===== src/rtl/dcache_writeback_unit.sv =====
// Write-back buffer for one evicted dirty cache line. The line is captured in a
// single handshake, then drained to memory as ascending word stores with one
// store outstanding at a time. While buffered, the line can be looked up
// combinationally so pending data can be forwarded to loads.
module dcache_writeback_unit #(
    parameter int unsigned LINE_WIDTH = 128,
    parameter int unsigned XLEN       = 32,
    parameter int unsigned PLEN       = 34,
    parameter logic [1:0]  MEM_TID    = 2'd0
) (
    input  logic                  clk_i,
    input  logic                  rst_ni,
    // line capture from the cache controller
    input  logic                  wb_valid_i,
    output logic                  wb_ready_o,
    input  logic [PLEN-1:0]       wb_addr_i,
    input  logic [LINE_WIDTH-1:0] wb_data_i,
    output logic                  busy_o,
    output logic                  done_o,
    // forwarding lookup
    input  logic [PLEN-1:0]       lookup_addr_i,
    output logic                  lookup_hit_o,
    output logic [XLEN-1:0]       lookup_data_o,
    // memory request / return
    output logic                  mem_req_o,
    input  logic                  mem_ack_i,
    output logic [PLEN-1:0]       mem_addr_o,
    output logic [XLEN-1:0]       mem_wdata_o,
    output logic [2:0]            mem_size_o,
    output logic [1:0]            mem_tid_o,
    input  logic                  mem_rtrn_vld_i,
    input  logic                  mem_rtrn_st_ack_i,
    input  logic [1:0]            mem_rtrn_tid_i
);

    localparam int unsigned NWORDS = LINE_WIDTH / XLEN;
    localparam int unsigned OFFS   = $clog2(LINE_WIDTH / 8);
    localparam int unsigned WIDX   = $clog2(NWORDS);
    // byte-offset bits inside one word
    localparam int unsigned BOFFS  = OFFS - WIDX;
    localparam int unsigned TAGW   = PLEN - OFFS;
    localparam logic [WIDX-1:0] LAST_WORD = WIDX'(NWORDS - 1);

    typedef enum logic [1:0] {StIdle, StSend, StWaitRtrn} state_e;

    state_e                        state_q, state_d;
    logic [WIDX-1:0]               cnt_q, cnt_d;
    logic [TAGW-1:0]               tag_q, tag_d;
    logic [NWORDS-1:0][XLEN-1:0]   line_q, line_d;
    logic                          rtrn_match;
    logic                          last_word;
    logic                          unused_addr_bits;

    // Only store acks carrying our own transaction ID count as completions.
    assign rtrn_match = mem_rtrn_vld_i && mem_rtrn_st_ack_i && (mem_rtrn_tid_i == MEM_TID);
    assign last_word  = (cnt_q == LAST_WORD);

    // Byte offsets within a line/word do not affect the unit.
    assign unused_addr_bits = ^{wb_addr_i[OFFS-1:0], lookup_addr_i[BOFFS-1:0]};

    // State register.
    always_ff @(posedge clk_i or negedge rst_ni) begin
        if (!rst_ni) begin
            state_q <= StIdle;
        end else begin
            state_q <= state_d;
        end
    end

    // Next-state logic: capture, issue one store, wait for its ack, repeat.
    always_comb begin
        state_d = state_q;
        unique case (state_q)
            StIdle: begin
                if (wb_valid_i) state_d = StSend;
            end
            StSend: begin
                if (mem_ack_i) state_d = StWaitRtrn;
            end
            StWaitRtrn: begin
                if (rtrn_match) state_d = last_word ? StIdle : StSend;
            end
            default: state_d = StIdle;
        endcase
    end

    // Output decode; request fields come straight from registers so they stay
    // stable while the memory applies backpressure.
    always_comb begin
        wb_ready_o    = (state_q == StIdle);
        busy_o        = (state_q != StIdle);
        mem_req_o     = (state_q == StSend);
        done_o        = (state_q == StWaitRtrn) && rtrn_match && last_word;
        mem_addr_o    = {tag_q, cnt_q, {BOFFS{1'b0}}};
        mem_wdata_o   = line_q[cnt_q];
        mem_size_o    = 3'b010;
        mem_tid_o     = MEM_TID;
        lookup_hit_o  = (state_q != StIdle) && (lookup_addr_i[PLEN-1:OFFS] == tag_q);
        lookup_data_o = line_q[lookup_addr_i[OFFS-1:BOFFS]];
    end

    // Datapath next state: the buffer only changes on capture, the word
    // counter advances on each non-final store ack.
    always_comb begin
        tag_d  = tag_q;
        line_d = line_q;
        cnt_d  = cnt_q;
        if ((state_q == StIdle) && wb_valid_i) begin
            tag_d  = wb_addr_i[PLEN-1:OFFS];
            line_d = wb_data_i;
            cnt_d  = '0;
        end else if ((state_q == StWaitRtrn) && rtrn_match && !last_word) begin
            cnt_d = cnt_q + WIDX'(1);
        end
    end

    // Datapath registers.
    always_ff @(posedge clk_i or negedge rst_ni) begin
        if (!rst_ni) begin
            tag_q  <= '0;
            line_q <= '0;
            cnt_q  <= '0;
        end else begin
            tag_q  <= tag_d;
            line_q <= line_d;
            cnt_q  <= cnt_d;
        end
    end

endmodule

===== config.mk =====
export PLATFORM = sky130hd
export DESIGN_NAME = dcache_writeback_unit
export DESIGN_NICKNAME = d
export VERILOG_FILES = /design/src/rtl/dcache_writeback_unit.sv
export SDC_FILE = /design/constraint.sdc
export NUM_CORES = 1
export LEC_CHECK = 0
export BUFFER_PORTS_ARGS = -buffer_cell sky130_fd_sc_hd__buf_2
export CORE_MARGIN = 3
export CORE_UTILIZATION = 45
export CTS_BUF_LIST = sky130_fd_sc_hd__clkbuf_4
export DETAILED_ROUTE_END_ITERATION = 6
export GPL_ROUTABILITY_DRIVEN = 0
export HOLD_SLACK_MARGIN = 0.06
export PLACE_DENSITY = 0.74
export SLEW_MARGIN = 25
export SYNTH_ARGS = -nofsm -noshare
export SYNTH_HDL_FRONTEND = slang
export SYNTH_SLANG_ARGS = --single-unit

===== constraint.sdc =====
create_clock -name clk_i -period 2.4 [get_ports clk_i]
set_clock_uncertainty 0.15 [all_clocks]
set_input_delay 0.36 -clock clk_i [delete_from_list [all_inputs] [get_ports clk_i]]
set_output_delay 0.36 -clock clk_i [all_outputs]
set_load 0.1 [all_outputs]

==> Word-level counts from Yosys, hierarchy flattened <==
Cells that the tools add are included.
{ "word_totals": {"out_inout_bits": 108, "input_bits": 204, "register_bits": 162, "wordCells": 41} }
{ "op_classes": {"n_addsub": 1, "order_cmp": 2, "muxes": 11, "n_reduce_logical": 13, "n_eq_ne": 7} }
{ "op_table": {"columns": ["cell", "count"], "rows": [
  ["32-bit binary-select mux with 2-bit select", 2],
  ["32-bit two-way mux", 2],
  ["30-bit equality test", 1],
  ["2-bit two-way mux", 5],
  ["1-bit logical AND", 7],
  ["2-bit by 3-bit less-than comparator with 1-bit output, second input constant", 2],
  ["2-bit case mux with 3 select lines", 1],
  ["2-bit equality test, second input constant", 2],
  ["2-bit logical NOT", 2],
  ["2-bit inequality test, second input constant", 2],
  ["2-bit nonzero test", 2],
  ["3-bit AND reduction", 1],
  ["2-bit by 1-bit adder with 2-bit output, second input constant", 1],
  ["2-bit by 1-bit equality test with 1-bit output, second input constant", 1],
  ["2-bit by 1-bit inequality test with 1-bit output, second input constant", 1],
  ["1-bit logical NOT", 1],
  ["1-bit two-way mux", 1]
]} }

==> Depth between registers and ports, before layout <==
Gate-level depths: netlist of run 1.
{ "logic_depth": {"word_depth": 6, "ltp_mapped": 6, "depth_no_buf": 4} }

==> Least setup slack after synthesis of run 1 <==
Ideal clock, no wire load.
{ "synth_timing": {"path_type": "reg-to-output", "startpoint": "register tag_q[21]", "endpoint": "output lookup_hit_o", "stages_incl_launch_ff": 5, "n_path_buf": 0, "path_slack_ns": -2.523, "required_ns": 1.890, "arrival_time_ns": 4.413, "cell_sequence": "dfrtp_1 xor2_1 nor4_1 nand4_1 nor4_1"} }
{ "synth_via": {"elab_chain_cells": 2} }
{ "synth_rtl": {"columns": ["element", "line", "rtl"], "rows": [
  ["start: declaration", "48", "logic [TAGW-1:0] tag_q, tag_d;"],
  ["start signal: assignment", "124", "tag_q <= tag_d;"],
  ["30-bit equality test", "98", "lookup_hit_o = (state_q != StIdle) && (lookup_addr_i[PLEN-1:OFFS] == tag_q);"],
  ["1-bit logical AND", "98", null],
  ["end: declaration", "22", "output logic lookup_hit_o,"]
]} }
No other way between the ends.

==> Final worst setup path of run 1 <==
{ "layout_timing": {"startpoint": "register tag_q[19]", "endpoint": "output lookup_hit_o"} }
Same word-level chain as after synthesis.

==> results of run 1 <==
-- logic make-up (layout without fill, tap and decap cells) --
logic type | count (synthesis) | after routing | share of synthesized area, %
mux | 224 | 224 | 43.0
flops | 162 | 162 | 48.3
buf+inv | 41 | 517 | 3.41
xor+xnor | 31 | 31 | 3.24
simple gates | 23 | 23 | 1.68
other cells | 2 | 8 | 0.0895
compound gates | 2 | 2 | 0.119
fa+ha+maj | 1 | 1 | 0.149
-- layout make-up --
| class | count | area [um2] |
|---|---|---|
| Clock inverter | 13 | 159 |
| Multi-Input combinational cell | 288 | 4130 |
| Timing Repair Buffer | 484 | 3890 |
| Inverter | 1 | 3.75 |
| Antenna cell | 1 | 2.50 |
| Fill cell | 1166 | 5420 |
| Clock buffer | 19 | 143 |
| Sequential cell | 162 | 4100 |
| Tap cell | 229 | 287 |
-- final timing paths --
| check | startpoint | cells after the start | end |
|---|---|---|---|
| worst max-delay path | tag_q[19]$_DFFE_PN0P_ | 6 | lookup_hit_o |
| worst min-delay path | rst_ni | 2 | tag_q[5]$_DFFE_PN0P_ |
| worst max register to register | state_q[1]$_DFFE_PN0P_ | 4 | line_q[123]$_DFFE_PN0P_ |
| worst min register to register | line_q[66]$_DFFE_PN0P_ | 1 | line_q[66]$_DFFE_PN0P_ |
| max in group asynchronous | rst_ni | 3 | tag_q[20]$_DFFE_PN0P_ |
| min in group clk_i | mem_rtrn_st_ack_i | 4 | state_q[1]$_DFFE_PN0P_ |
-- per-stage QoR --
step           worst slack [ns]  std cells  cell area [um2]
2_1_floorplan            -0.460        491             8500
3_3_place_gp              0.172        998            10500
3_5_place_dp              0.138        998            10500
4_1_cts                  -0.450       1196            12700
5_1_grt                  -0.526       1197            12700
6_report                 -0.367       1197            12700
-- placed cells by master, fill, tap and decap left out, drive strengths merged --
master	Yosys	layout
ha	1	1
mux2	158	158
clkbuf	7	21
nor4b	1	1
clkinvlp	0	2
nor4	6	6
mux4	64	64
nor3	1	1
nand4	4	4
bufinv	0	3
diode	0	1
and2	1	1
nand2b	1	1
clkinv	0	5
nand2	3	3
nand4bb	1	1
dfrtp	162	162
xnor2	12	12
buf	33	321
inv	1	4
conb	2	7
nor2b	1	1
dlygate4sd3	0	161
nor2	4	4
mux2i	2	2
o21ai	2	2
xor2	19	19
-- what timing repair did --
item / 4_1_cts / 5_1_grt
gates resized for setup: 66 / 16
setup buffers: 3 / 2
gates cloned: 2 / 0
hold buffers: 161 / 0
hold endpoints to repair: 322 / 0
pin swaps: 1 / 3
setup endpoints to repair: 36 / 38
-- worst max-delay path: stages (launching register included) --
cell and delay [ns]:
dfrtp_2 0.45, xor2_1 0.19, nor4_2 0.29, buf_4 0.17, nand4_1 0.15, nor4_4 0.23, buf_12 0.21
-- routing by layer --
layer / vias up / share of wire [%] / global-route usage (%)
met2: 256 / 54 / 44.6
met4: 0 / 2.3 / 8.55
met3: 46 / 6.4 / 7.12
li1: 2765 / - / -
met1: 3201 / 37 / 28.0
met5: - / 0 / 0
-- registers in the layout, indices dropped and copies added (netlist names) --
register	cells
line_q	128
tag_q	30
cnt_q	2
state_q	2
==> results.json, run 1 <==
{
  "dieArea_mm2": 0.0203,
  "cp_max_fo": 3,
  "holdWs_ns": 0.103,
  "wl_um": 25200,
  "place.port_buffers": 298,
  "cp.required_ns": 1.89,
  "startpoint_type": "flip-flop",
  "clk_path_buf_depth": 2,
  "fp.coreArea_mm2": 0.0181,
  "grt_pass1_wl_um": 38700,
  "start_util_pct": 46.2,
  "synth_area_leaders": "dfrtp_1 48%, mux2_4 18%, mux4_2 17%",
  "synthFlopType": "dfrtp_1",
  "dr.first_iter.drc_count": 232,
  "track_usage_pct": 24.7,
  "route.detailed.drc": 0,
  "drtAntennaViolNets": 0,
  "endpoint_kind": "primary output",
  "postSynthAreaPerCell_um2": 17.3,
  "cts-root-buf": "clkbuf_4",
  "die_x_um": 143,
  "violations": "negative setup slack",
  "drv_slew": 0,
  "wl_per_cell_um": 21.0,
  "synth_top_area_share_pct": 48.3,
  "fin_nets": 1159,
  "setup_viol": 34,
  "slew_headroom_pct": 65.1,
  "synth_cell_types": 27,
  "area_delta_synth_final_pct": 51.6,
  "pin_count": 312,
  "htreeDepth": 4,
  "r2r_setup_slack_ns": 0.40,
  "tightest_slew_ns": 0.527,
  "vias": 6268,
  "antenna_found_initial": 1,
  "dr.pass1.iters": 5,
  "critPathArrivalTime_ns": 2.26,
  "hpwl_um": 16100,
  "clock_latency_ns": 0.56,
  "synth_area_mm2": 0.00839,
  "hold_viol": 0,
  "die_h_um": 143,
  "fmax_mhz": 361,
  "status": "finished with violations",
  "cts_inserted_buffers": 17,
  "layout_setup_ws_ns": -0.367,
  "yosys_warnings": 0,
  "synthMostInstantiatedCell": "dfrtp_1",
  "synthTopCellsByCount": "162 x dfrtp_1, 98 x mux2_4, 64 x mux4_2, 60 x mux2_2, 19 x xor2_1",
  "layout-drive-gt1-share_pct": 63.5,
  "grt_max_degree": 79,
  "grt_overflow": 0,
  "synth_edf_count": 0,
  "async_flop_share_pct": 100,
  "grt_pass1_vias": 7246,
  "yosysSeqAreaShare_pct": 48.3,
  "rows": 49,
  "rsz0062_at_grt": "true",
  "path_clk_slew_ns": 0.14,
  "setup_tns_ns": -4.52,
  "fin_util_pct": 70.1,
  "drv_cap": 0,
  "post-route-period-util_pct": 115,
  "cts.sinks": 162,
  "hp-class": "in -> async",
  "netlist_instances": 486,
  "fin_crit_ns": 2.77,
  "crit_type": "reg -> out",
  "yosysTopAreaCell": "dfrtp_1",
  "cts_tree": "yes",
  "synth-seq-cells": 162,
  "via_per_inst": 5.24
}
Power of run 1 is not shown: default switching activity piles up to over one toggle a cycle in this logic, so the estimate is an artifact.
==> run 2: changes to the inputs <==
Settings changed: CTS_BUF_LIST sky130_fd_sc_hd__clkbuf_4 to sky130_fd_sc_hd__clkbuf_4 sky130_fd_sc_hd__clkbuf_8, SETUP_SLACK_MARGIN set to 0.5.
==> run 2 against run 1 <==
Net effect:
- the run still ends with negative setup slack left
- register-to-register slack worse by 0.07 ns
- maximum frequency rose by 2.5%
- critical path depth is 1 lower
- worst setup slack better by 0.067 ns
- cell count up 7.7%
- hold slack improved by 0.18 ns
- critical path type unchanged
- highest routed layer unchanged
==> results.json, run 2 (synthesized netlist as in run 1, its figures left out) <==
{
  "status": "finished with violations",
  "violations": "negative setup slack",
  "rows": 49,
  "reg_top3": "line_q x128, tag_q x30",
  "rsz0062_at_grt": "true",
  "final_cell_mix": "222 x buf_2, 161 x dlygate4sd3_1, 158 x mux2_4, 132 x dfrtp_1, 64 x mux4_2",
  "hpwl_um": 15700,
  "fin_crit_ns": 2.70,
  "path_clk_slew_ns": 0.10,
  "cpPeakStageDelay_ns": 0.44,
  "hold_viol": 0,
  "dr.pass1.iters": 5,
  "vias": 7009,
  "dieArea_mm2": 0.0203,
  "antenna_found_initial": 5,
  "dr.first_iter.drc_count": 305,
  "die_h_um": 143,
  "largest_register_ff_count": 128,
  "die_x_um": 143,
  "clk_path_buf_depth": 2,
  "start_util_pct": 46.2,
  "critPathArrivalTime_ns": 2.19,
  "grt_pass1_vias": 7734,
  "layout-drive-gt1-share_pct": 67.4,
  "cts.sinks": 162,
  "cts_tree": "yes",
  "fmax_mhz": 370,
  "hp-class": "in -> async",
  "cts-root-buf": "clkbuf_8",
  "drv_slew": 0,
  "place.port_buffers": 298,
  "htreeDepth": 4,
  "tightest_slew_ns": 0.551,
  "grt_max_degree": 54,
  "area_delta_synth_final_pct": 74.9,
  "startpoint_type": "flip-flop",
  "post-route-period-util_pct": 113,
  "fin_nets": 1247,
  "cts_inserted_buffers": 17,
  "track_usage_pct": 28.6,
  "cp_cell_sequence": "xor2_1 > nor4_2 > nand4_1 > nor4_4 > buf_12",
  "final_common_cell": "buf_2",
  "wl_per_cell_um": 25.3,
  "grt_pass1_wl_um": 44100,
  "clock_latency_ns": 0.45,
  "fp.coreArea_mm2": 0.0181,
  "grt_overflow": 0,
  "drv_cap": 0,
  "crit_type": "reg -> out",
  "drtAntennaViolNets": 0,
  "via_per_inst": 5.44,
  "route.detailed.drc": 0,
  "layout_setup_ws_ns": -0.300,
  "setup_viol": 17,
  "critPathSlowestCell": "dfrtp_2",
  "cp.required_ns": 1.89,
  "pin_count": 312,
  "wl_um": 32600,
  "setup_tns_ns": -0.998,
  "cp_max_fo": 3,
  "slew_headroom_pct": 63.3,
  "largest_register": "line_q",
  "endpoint_kind": "primary output"
}
[run 2: changes by cell type in the layout (fill, tap and decap cells not counted), moves of 4 or more]
cell | previous run | this run
mux2_4 | 98 | 158
clkbuf_4 | 21 | 5
diode_2 | 1 | 5
clkbuf_8 | 0 | 19
buf_4 | 11 | 58
buf_12 | 33 | 56
buf_6 | 17 | 44
clkbuf_16 | 0 | 11
buf_2 | 258 | 222
buf_8 | 1 | 5
mux2_2 | 60 | 0
buf_16 | 1 | 11
[run 2: critical path: cells and delay by family (launching register included)]
family	cells	cell delay, ns
buffers and inverters	1	0.21
DFF	1	0.44
and+or+nand+nor	3	0.92
xor gates and xnor gates	1	0.16
[run 2: repair_timing]
item | CTS | global route
gates cloned | 7 | 14
pin swaps | 5 | 11
endpoints found under the setup margin | 212 | 227
gates resized for setup | 257 | 22
hold buffers | 161 | 0
endpoints found under the hold margin | 209 | 0
buffers inserted | 24 | 46
[run 2: path summary, 6_finish.rpt]
path | startpoint | to | slack, ns | cells past startpoint
setup / recovery | tag_q[24]$_DFFE_PN0P_ | lookup_hit_o | -0.30 | 5
hold / removal | rst_ni | line_q[37]$_DFFE_PN0P_ | 0.28 | 2
setup reg to reg | state_q[1]$_DFFE_PN0P_ | line_q[50]$_DFFE_PN0P_ | 0.33 | 8
hold reg to reg | line_q[44]$_DFFE_PN0P_ | line_q[44]$_DFFE_PN0P_ | 0.40 | 1
max in group asynchronous | rst_ni | line_q[44]$_DFFE_PN0P_ | 1.08 | 3
min in group clk_i | line_q[44]$_DFFE_PN0P_ | line_q[44]$_DFFE_PN0P_ | 0.40 | 1
[run 2: routing by layer]
layer	vias up	share of wire, %	GRT usage, %	wire (um)
li1	2948	-	-	-
met1	3541	34	31.5	11000
met2	398	55	51.5	17900
met3	122	6.1	7.43	2000
met4	0	4.9	13.0	1610
met5	-	0	0	0
[run 2: per-stage QoR]
stage	util, %	cells	worst slack, ns	hold WS [ns]	area [um2]
floorplan	-	491	-0.460	-0.0856	9020
global placement	58.1	1000	0.148	0.190	10500
detailed placement	58.1	1000	0.115	0.202	10500
CTS	76.5	1224	-0.328	0.261	13900
global route	80.9	1289	-0.412	0.292	14700
finish	80.9	1289	-0.300	0.285	14700
[run 2: area by class of cell]
class                   count  area, um2
multi-input cells         288       4420
repair buffers            572       5460
clock buffers              20        269
clock inverters            12        123
well taps                 229        287
flip-flops and latches    162       4100
fillers                   890       3470
inverters                   1       6.26
diodes                      5       12.5
Power of run 2 is left out for the same reason.
